[src/rtl/seg_scan_controller_pkg.sv]
// Shared seven-segment definitions: segment bit order, blank pattern and the
// golden hex decode table used as the reference for the decoder.
package seg_scan_controller_pkg;

  // Segment vector layout is {a,b,c,d,e,f,g}; a is the MSB.
  localparam int SEG_W     = 7;
  localparam int SEG_A_BIT = 6;
  localparam int SEG_B_BIT = 5;
  localparam int SEG_C_BIT = 4;
  localparam int SEG_D_BIT = 3;
  localparam int SEG_E_BIT = 2;
  localparam int SEG_F_BIT = 1;
  localparam int SEG_G_BIT = 0;

  localparam logic [SEG_W-1:0] SEG_BLANK = 7'b0000000;

  localparam logic [SEG_W-1:0] SEG_TABLE [16] = '{
    7'b1111110, 7'b0110000, 7'b1101101, 7'b1111001,
    7'b0110011, 7'b1011011, 7'b1011111, 7'b1110000,
    7'b1111111, 7'b1111011, 7'b1110111, 7'b0011111,
    7'b1001110, 7'b0111101, 7'b1001111, 7'b1000111
  };

  function automatic logic [SEG_W-1:0] seg_golden(input logic [3:0] hex);
    return SEG_TABLE[hex];
  endfunction

endpackage

[src/rtl/seg_scan_controller_if.sv]
// Load port of the scan controller: the producing datapath offers a packed hex
// value, the controller accepts it into its pending buffer.
interface seg_scan_controller_if #(
  parameter int N_DIGITS = 4
);
  // Handshake: a transfer happens on a rising clk edge where load_valid and
  // load_ready are both high. load_ready depends only on controller state, never
  // on load_valid; the master holds load_data stable while load_valid is high.
  logic                    load_valid;
  logic [4*N_DIGITS-1:0]   load_data;
  logic                    load_ready;

  modport master (
    output load_valid,
    output load_data,
    input  load_ready
  );

  modport slave (
    input  load_valid,
    input  load_data,
    output load_ready
  );

endinterface

[src/rtl/hex_seg_decoder.sv]
// Combinational hex digit to seven-segment pattern, {a,b,c,d,e,f,g}, active-high.
module hex_seg_decoder
  import seg_scan_controller_pkg::*;
(
  input  logic [3:0]       hex,
  output logic [SEG_W-1:0] seg
);

  always_comb begin
    seg = SEG_BLANK;
    case (hex)
      4'h0: seg = 7'b1111110;
      4'h1: seg = 7'b0110000;
      4'h2: seg = 7'b1101101;
      4'h3: seg = 7'b1111001;
      4'h4: seg = 7'b0110011;
      4'h5: seg = 7'b1011011;
      4'h6: seg = 7'b1011111;
      4'h7: seg = 7'b1110000;
      4'h8: seg = 7'b1111111;
      4'h9: seg = 7'b1111011;
      4'hA: seg = 7'b1110111;
      4'hB: seg = 7'b0011111;
      4'hC: seg = 7'b1001110;
      4'hD: seg = 7'b0111101;
      4'hE: seg = 7'b1001111;
      4'hF: seg = 7'b1000111;
      default: seg = SEG_BLANK;
    endcase
  end

endmodule

[src/rtl/seg_scan_controller.sv]
// Time-multiplexed seven-segment scanner with a double-buffered value that only
// changes on frame boundaries, plus optional leading-zero blanking.
module seg_scan_controller
  import seg_scan_controller_pkg::*;
#(
  parameter int N_DIGITS = 4,
  parameter int PRESCALE = 4
) (
  input  logic                clk,
  input  logic                rst,
  seg_scan_controller_if.slave load,
  input  logic [N_DIGITS-1:0] dp_mask,
  input  logic                blank_en,
  output logic [N_DIGITS-1:0] an,
  output logic [SEG_W-1:0]    seg,
  output logic                dp,
  output logic                frame_done
);

  localparam int PW = (PRESCALE > 1) ? $clog2(PRESCALE) : 1;
  localparam int IW = $clog2(N_DIGITS);
  localparam int DW = 4 * N_DIGITS;

  logic [PW-1:0] presc_cnt;
  logic [IW-1:0] idx;
  logic [DW-1:0] active;
  logic [DW-1:0] pending;
  logic          pending_full;

  logic          tick;
  logic          wrap;
  logic          load_fire;
  logic [3:0]    cur_digit;
  logic [SEG_W-1:0] cur_seg;
  logic [N_DIGITS-1:0] tail_zero;
  logic          blanked;

  assign tick       = (presc_cnt == PW'(PRESCALE - 1));
  assign wrap       = tick && (idx == IW'(N_DIGITS - 1));
  assign load.load_ready = ~pending_full;
  assign load_fire  = load.load_valid && ~pending_full;

  // Prescaler and digit index.
  always_ff @(posedge clk) begin
    if (rst) begin
      presc_cnt <= '0;
      idx       <= '0;
    end else begin
      presc_cnt <= tick ? '0 : presc_cnt + PW'(1);
      if (tick) begin
        idx <= (idx == IW'(N_DIGITS - 1)) ? '0 : idx + IW'(1);
      end
    end
  end

  // Pending/active double buffer. A load and a transfer can never coincide:
  // loads need an empty pending buffer, transfers need a full one, so a value
  // accepted on a wrap edge waits for the following wrap.
  always_ff @(posedge clk) begin
    if (rst) begin
      active       <= '0;
      pending      <= '0;
      pending_full <= 1'b0;
    end else if (load_fire) begin
      pending      <= load.load_data;
      pending_full <= 1'b1;
    end else if (wrap && pending_full) begin
      active       <= pending;
      pending_full <= 1'b0;
    end
  end

  // tail_zero[i] is set when digits i..N_DIGITS-1 of the active value are all zero.
  always_comb begin
    logic zero_acc;
    zero_acc  = 1'b1;
    tail_zero = '0;
    for (int i = N_DIGITS - 1; i >= 0; i--) begin
      zero_acc     = zero_acc && (active[4*i +: 4] == 4'h0);
      tail_zero[i] = zero_acc;
    end
  end

  assign cur_digit = active[{idx, 2'b00} +: 4];
  assign blanked   = blank_en && (idx != '0) && tail_zero[idx];

  hex_seg_decoder u_decoder (
    .hex (cur_digit),
    .seg (cur_seg)
  );

  // Registered pin drivers; they reflect the digit selected before this edge.
  always_ff @(posedge clk) begin
    if (rst) begin
      an         <= '1;
      seg        <= SEG_BLANK;
      dp         <= 1'b0;
      frame_done <= 1'b0;
    end else begin
      an         <= ~(N_DIGITS'(1) << idx);
      seg        <= blanked ? SEG_BLANK : cur_seg;
      dp         <= dp_mask[idx];
      frame_done <= wrap;
    end
  end

endmodule

[src/flat_wrapper.sv]
// flat-port wrapper written by rule: the top's interface ports become plain ports
module seg_scan_controller_flat import seg_scan_controller_pkg::*;
#(
  parameter int N_DIGITS = 4,
  parameter int PRESCALE = 4
)
  (clk, rst, dp_mask, blank_en, an, seg, dp, frame_done, load_load_valid, load_load_data, load_load_ready);
  seg_scan_controller_if #(.N_DIGITS(N_DIGITS)) load_i ();
  input  logic clk;
  input  logic rst;
  input  logic [N_DIGITS-1:0] dp_mask;
  input  logic blank_en;
  output logic [N_DIGITS-1:0] an;
  output logic [SEG_W-1:0] seg;
  output logic dp;
  output logic frame_done;
  input wire logic [$bits(load_i.load_valid)-1:0] load_load_valid;
  input wire logic [$bits(load_i.load_data)-1:0] load_load_data;
  output wire logic [$bits(load_i.load_ready)-1:0] load_load_ready;
  assign load_i.load_valid = load_load_valid;
  assign load_i.load_data = load_load_data;
  assign load_load_ready = load_i.load_ready;
  seg_scan_controller #(.N_DIGITS(N_DIGITS), .PRESCALE(PRESCALE)) u_core (.clk(clk), .rst(rst), .load(load_i), .dp_mask(dp_mask), .blank_en(blank_en), .an(an), .seg(seg), .dp(dp), .frame_done(frame_done));
endmodule
[config.mk]
export PLATFORM = sky130hd
export DESIGN_NAME = seg_scan_controller_flat
export DESIGN_NICKNAME = d
export VERILOG_FILES = /design/src/rtl/seg_scan_controller_pkg.sv /design/src/rtl/seg_scan_controller_if.sv /design/src/rtl/hex_seg_decoder.sv /design/src/rtl/seg_scan_controller.sv /design/src/flat_wrapper.sv
export SDC_FILE = /design/constraint.sdc
export NUM_CORES = 1
export LEC_CHECK = 0
export CORE_AREA = 2 2 69 71
export CTS_CLUSTER_DIAMETER = 150
export DETAILED_ROUTE_END_ITERATION = 10
export DIE_AREA = 0 0 71 73
export GPL_TIMING_DRIVEN = 0
export MAX_ROUTING_LAYER = met4
export PLACE_DENSITY = 0.76
export SLEW_MARGIN = 20
export SYNTH_ARGS = -nofsm -noshare
export SYNTH_HDL_FRONTEND = slang
export SYNTH_SLANG_ARGS = --single-unit
export TNS_END_PERCENT = 5
[constraint.sdc]
create_clock -name clk -period 2.8 [get_ports clk]
set_clock_uncertainty 0.15 [all_clocks]
set_input_delay 0.7 -clock clk [delete_from_list [all_inputs] [get_ports clk]]
set_output_delay 0.7 -clock clk [all_outputs]
set_load 0.005 [all_outputs]
==> impl_metrics.ini <==
[route]
drt_first_pass_iters = 5
drc = 0
routed_wirelength_mm = 4.44
drt_iter0_drc = 46
wl_per_cell_um = 12.7
ant_nets = 0
vias_per_cell = 5.13
num_vias = 1796

[yosys]
netlist_instances = 251
synth_mux_area_share_pct = 8.68
syn_nets = 287
synth_compound_area_share_pct = 12.4
synthSimpleGateAreaFrac_pct = 21.3
synthAdderAreaFrac_pct = 6.76
synth_top_area_cell = dfxtp_1
yosysWarnings = 0
synth_top_family_by_area = simple AND/OR/NAND/NOR gates
syn_avg_cell_area_um2 = 8.84
synth_xor_xnor_area_share_pct = 0.789
synth_cell_types = 36
synthFlopType = dfxtp_1
netlist_area_um2 = 2220
ys_ff_latch = 50
ys_top_cells_by_area = dfxtp_1 (45%), nand2_1 (11%), a21oi_1 (7.9%)
yosysMostFrequentCell = nand2_1
yosysSeqAreaShare_pct = 45.1
synth_top_area_share_pct = 45.1
yosys-top-cells-count = nand2_1 (68), dfxtp_1 (50), a21oi_1 (35), ha_1 (12), clkbuf_1 (9)
synth_edf_count = 0
ys_async_sr_fraction_pct = 0

[grt]
first_global_vias = 1711
grt_pass1_wl_mm = 7.87
gr-total-overflow = 0
antenna_found_initial = 0
track_usage_pct = 20.0
grt_max_degree = 16

[outcome]
status = complete, no violations

[timing]
hold_violations = 0
period_needed_ns = 2.55
fin_setup_tns_ns = 0
maxSlewHeadroom_pct = 56.5
rsz0062_at_grt = false
final_max_slew_viol_count = 0
tightest_slew_ns = 0.651
max_freq_mhz = 392
fin_crit_sh_pct = 91.2
holdWs_ns = 0.281
setup_viol = 0

[job]
max_cap_violations = 0

[die]
die_height_um = 73
start_util_pct = 48.9
die_area_um2 = 5180
row_count = 25
die_x_um = 71
coreArea_um2 = 4540
io_pins = 38

[critical_path]
worst_path_max_delay_cell = mux4_2
crit_chain = buf_2 -> mux4_2 -> inv_1 -> ha_1 -> nor2_2 -> a21oi_1 -> a2111oi_2
path_max_fanout = 10
critPathLaunchType = flip-flop
cp.required_ns = 2.86
worst_path_largest_cell_delay_ns = 0.61
cp.arrival_ns = 2.61
worstSetupEndpointType = flip-flop
critical_path_class = flip-flop to flip-flop
ff2ff_setup_slack_ns = 0.25

[power_and_ir_drop]
seqPwrFrac_pct = 56.1
swShare_pct = 22.5
max-vdd-ir-drop_mv = 0.368
netSwitchingPower_mw = 0.302
p_leak_nw = 0.982
clkPwrFrac_pct = 34.4
p_int_mw = 1.04
pwr-share-comb_pct = 9.6
powerDensity_nw_per_um2 = 486

[place]
hpwl_mm = 3.35
dpl_cell_area_um2 = 2660
port_buffers = 37
place_congestion = 0.814

[clocking]
ctsHoldBuffers = 0
htreeDepth = 2
cts_buffers = 5
clock_latency_ns = 0.31
clkTransAtPathRegs_ns = 0.09
cts_root_buf = clkbuf_8
postCtsSetupRepairBufs = 0
cts.repair.resized = 0
tritoncts = done
cts.sinks = 50
cts.path.max_buffers = 2

[hold_path]
hold_path.class = flip-flop to flip-flop

[final_layout]
final_nets = 331
final_area_um2 = 2760
multiInputGateArea_um2 = 1110
seq_area_um2 = 1000
area_delta_synth_final_pct = 24.5
antenna_cells = 0
nFillCells = 421
drive_gt1_share_pct = 8.78
power groups by stage:
stage          sequential [mW]  combinational (mW)  clock (mW)
3_3_place_gp             0.768               0.127           0
5_1_grt                  0.757               0.144       0.500
2_1_floorplan            0.768              0.0614           0
6_report                 0.753               0.129       0.461
3_5_place_dp             0.770               0.130           0
4_1_cts                  0.753               0.130       0.473
sequential cells by signal, indices dropped and copies added, names as in the netlist:
signal,count
u_core.active,16
u_core.an,4
u_core.dp,1
u_core.frame_done,1
u_core.idx,2
u_core.pending,16
u_core.pending_full,1
u_core.presc_cnt,2
u_core.seg,7
cell type report:
class                      instances  share of cell area [%]
buffer                            15                    2.76
clock buffer                       7                    3.49
clock inverter                     1                   0.317
inverter                           9                    1.22
multi-input combinational        177                    40.1
sequential                        50                    36.2
tap                               54                    2.45
timing repair buffer              37                    13.4
through the flow:
step | setup WS [ns] | utilization (%) | instances | total power [mW]
after floorplan | 0.488 | - | 251 | 0.829
after global placement | 0.303 | 58.6 | 342 | 0.895
after detailed placement | 0.239 | 58.6 | 342 | 0.899
after CTS | 0.212 | 60.9 | 350 | 1.36
after global routing | 0.0204 | 60.9 | 350 | 1.40
final | 0.246 | 60.9 | 350 | 1.34
cell families (layout without fill, tap and decap cells):
family                   Yosys count  in the layout
AND/OR/NAND/NOR                  105            105
AO/OA/AOI/OAI                     45             45
XOR/XNOR                           2              2
adder cells (fa/ha/maj)           12             12
multiplexers                      13             13
flip-flops                        50             50
buffers and inverters             24             69
layout by cell type, fill, tap and decap left out, types with 2 or more instances in the layout:
master / instances
clkbuf_8: 7
buf_6: 2
a21oi_1: 35
or3_1: 2
o21ai_1: 2
ha_1: 12
nor2_1: 7
buf_1: 2
nor4b_1: 2
nand2b_1: 4
nand2_1: 68
nor3_1: 7
dfxtp_1: 50
nor2b_1: 3
mux2i_1: 8
nor4_1: 4
clkdlybuf4s50_1: 37
inv_1: 8
clkbuf_1: 9
mux4_2: 5
a2111oi_2: 3
xor2_1: 2
routing by layer:
metal | vias to the layer above | global-route usage (%) | share of wire, %
met5 | - | - | 0
met4 | 0 | 7.97 | 2.0
met3 | 8 | 4.70 | 3.8
met2 | 40 | 33.4 | 51
met1 | 814 | 23.2 | 44
li1 | 934 | - | -
final timing paths:
kind | to | cells past startpoint | from
hold / removal | u_core.presc_cnt[0]$_SDFF_PP0_ | 1 | u_core.presc_cnt[0]$_SDFF_PP0_
setup / recovery | u_core.seg[5]$_SDFF_PP0_ | 7 | u_core.idx[0]$_SDFFE_PP0N_
setup reg to reg | u_core.seg[5]$_SDFF_PP0_ | 7 | u_core.idx[0]$_SDFFE_PP0N_
hold reg to reg | u_core.presc_cnt[0]$_SDFF_PP0_ | 1 | u_core.presc_cnt[0]$_SDFF_PP0_
critical path: cells and delay by family, from the launching register on:
family / cells / cell delay, ns
multiplexers: 1 / 0.61
flip-flops: 1 / 0.47
buffers and inverters: 2 / 0.45
AO/OA/AOI/OAI: 2 / 0.39
adder cells (fa/ha/maj): 1 / 0.28
AND/OR/NAND/NOR: 1 / 0.11
Note: power is estimated with default switching activity, not from simulation.
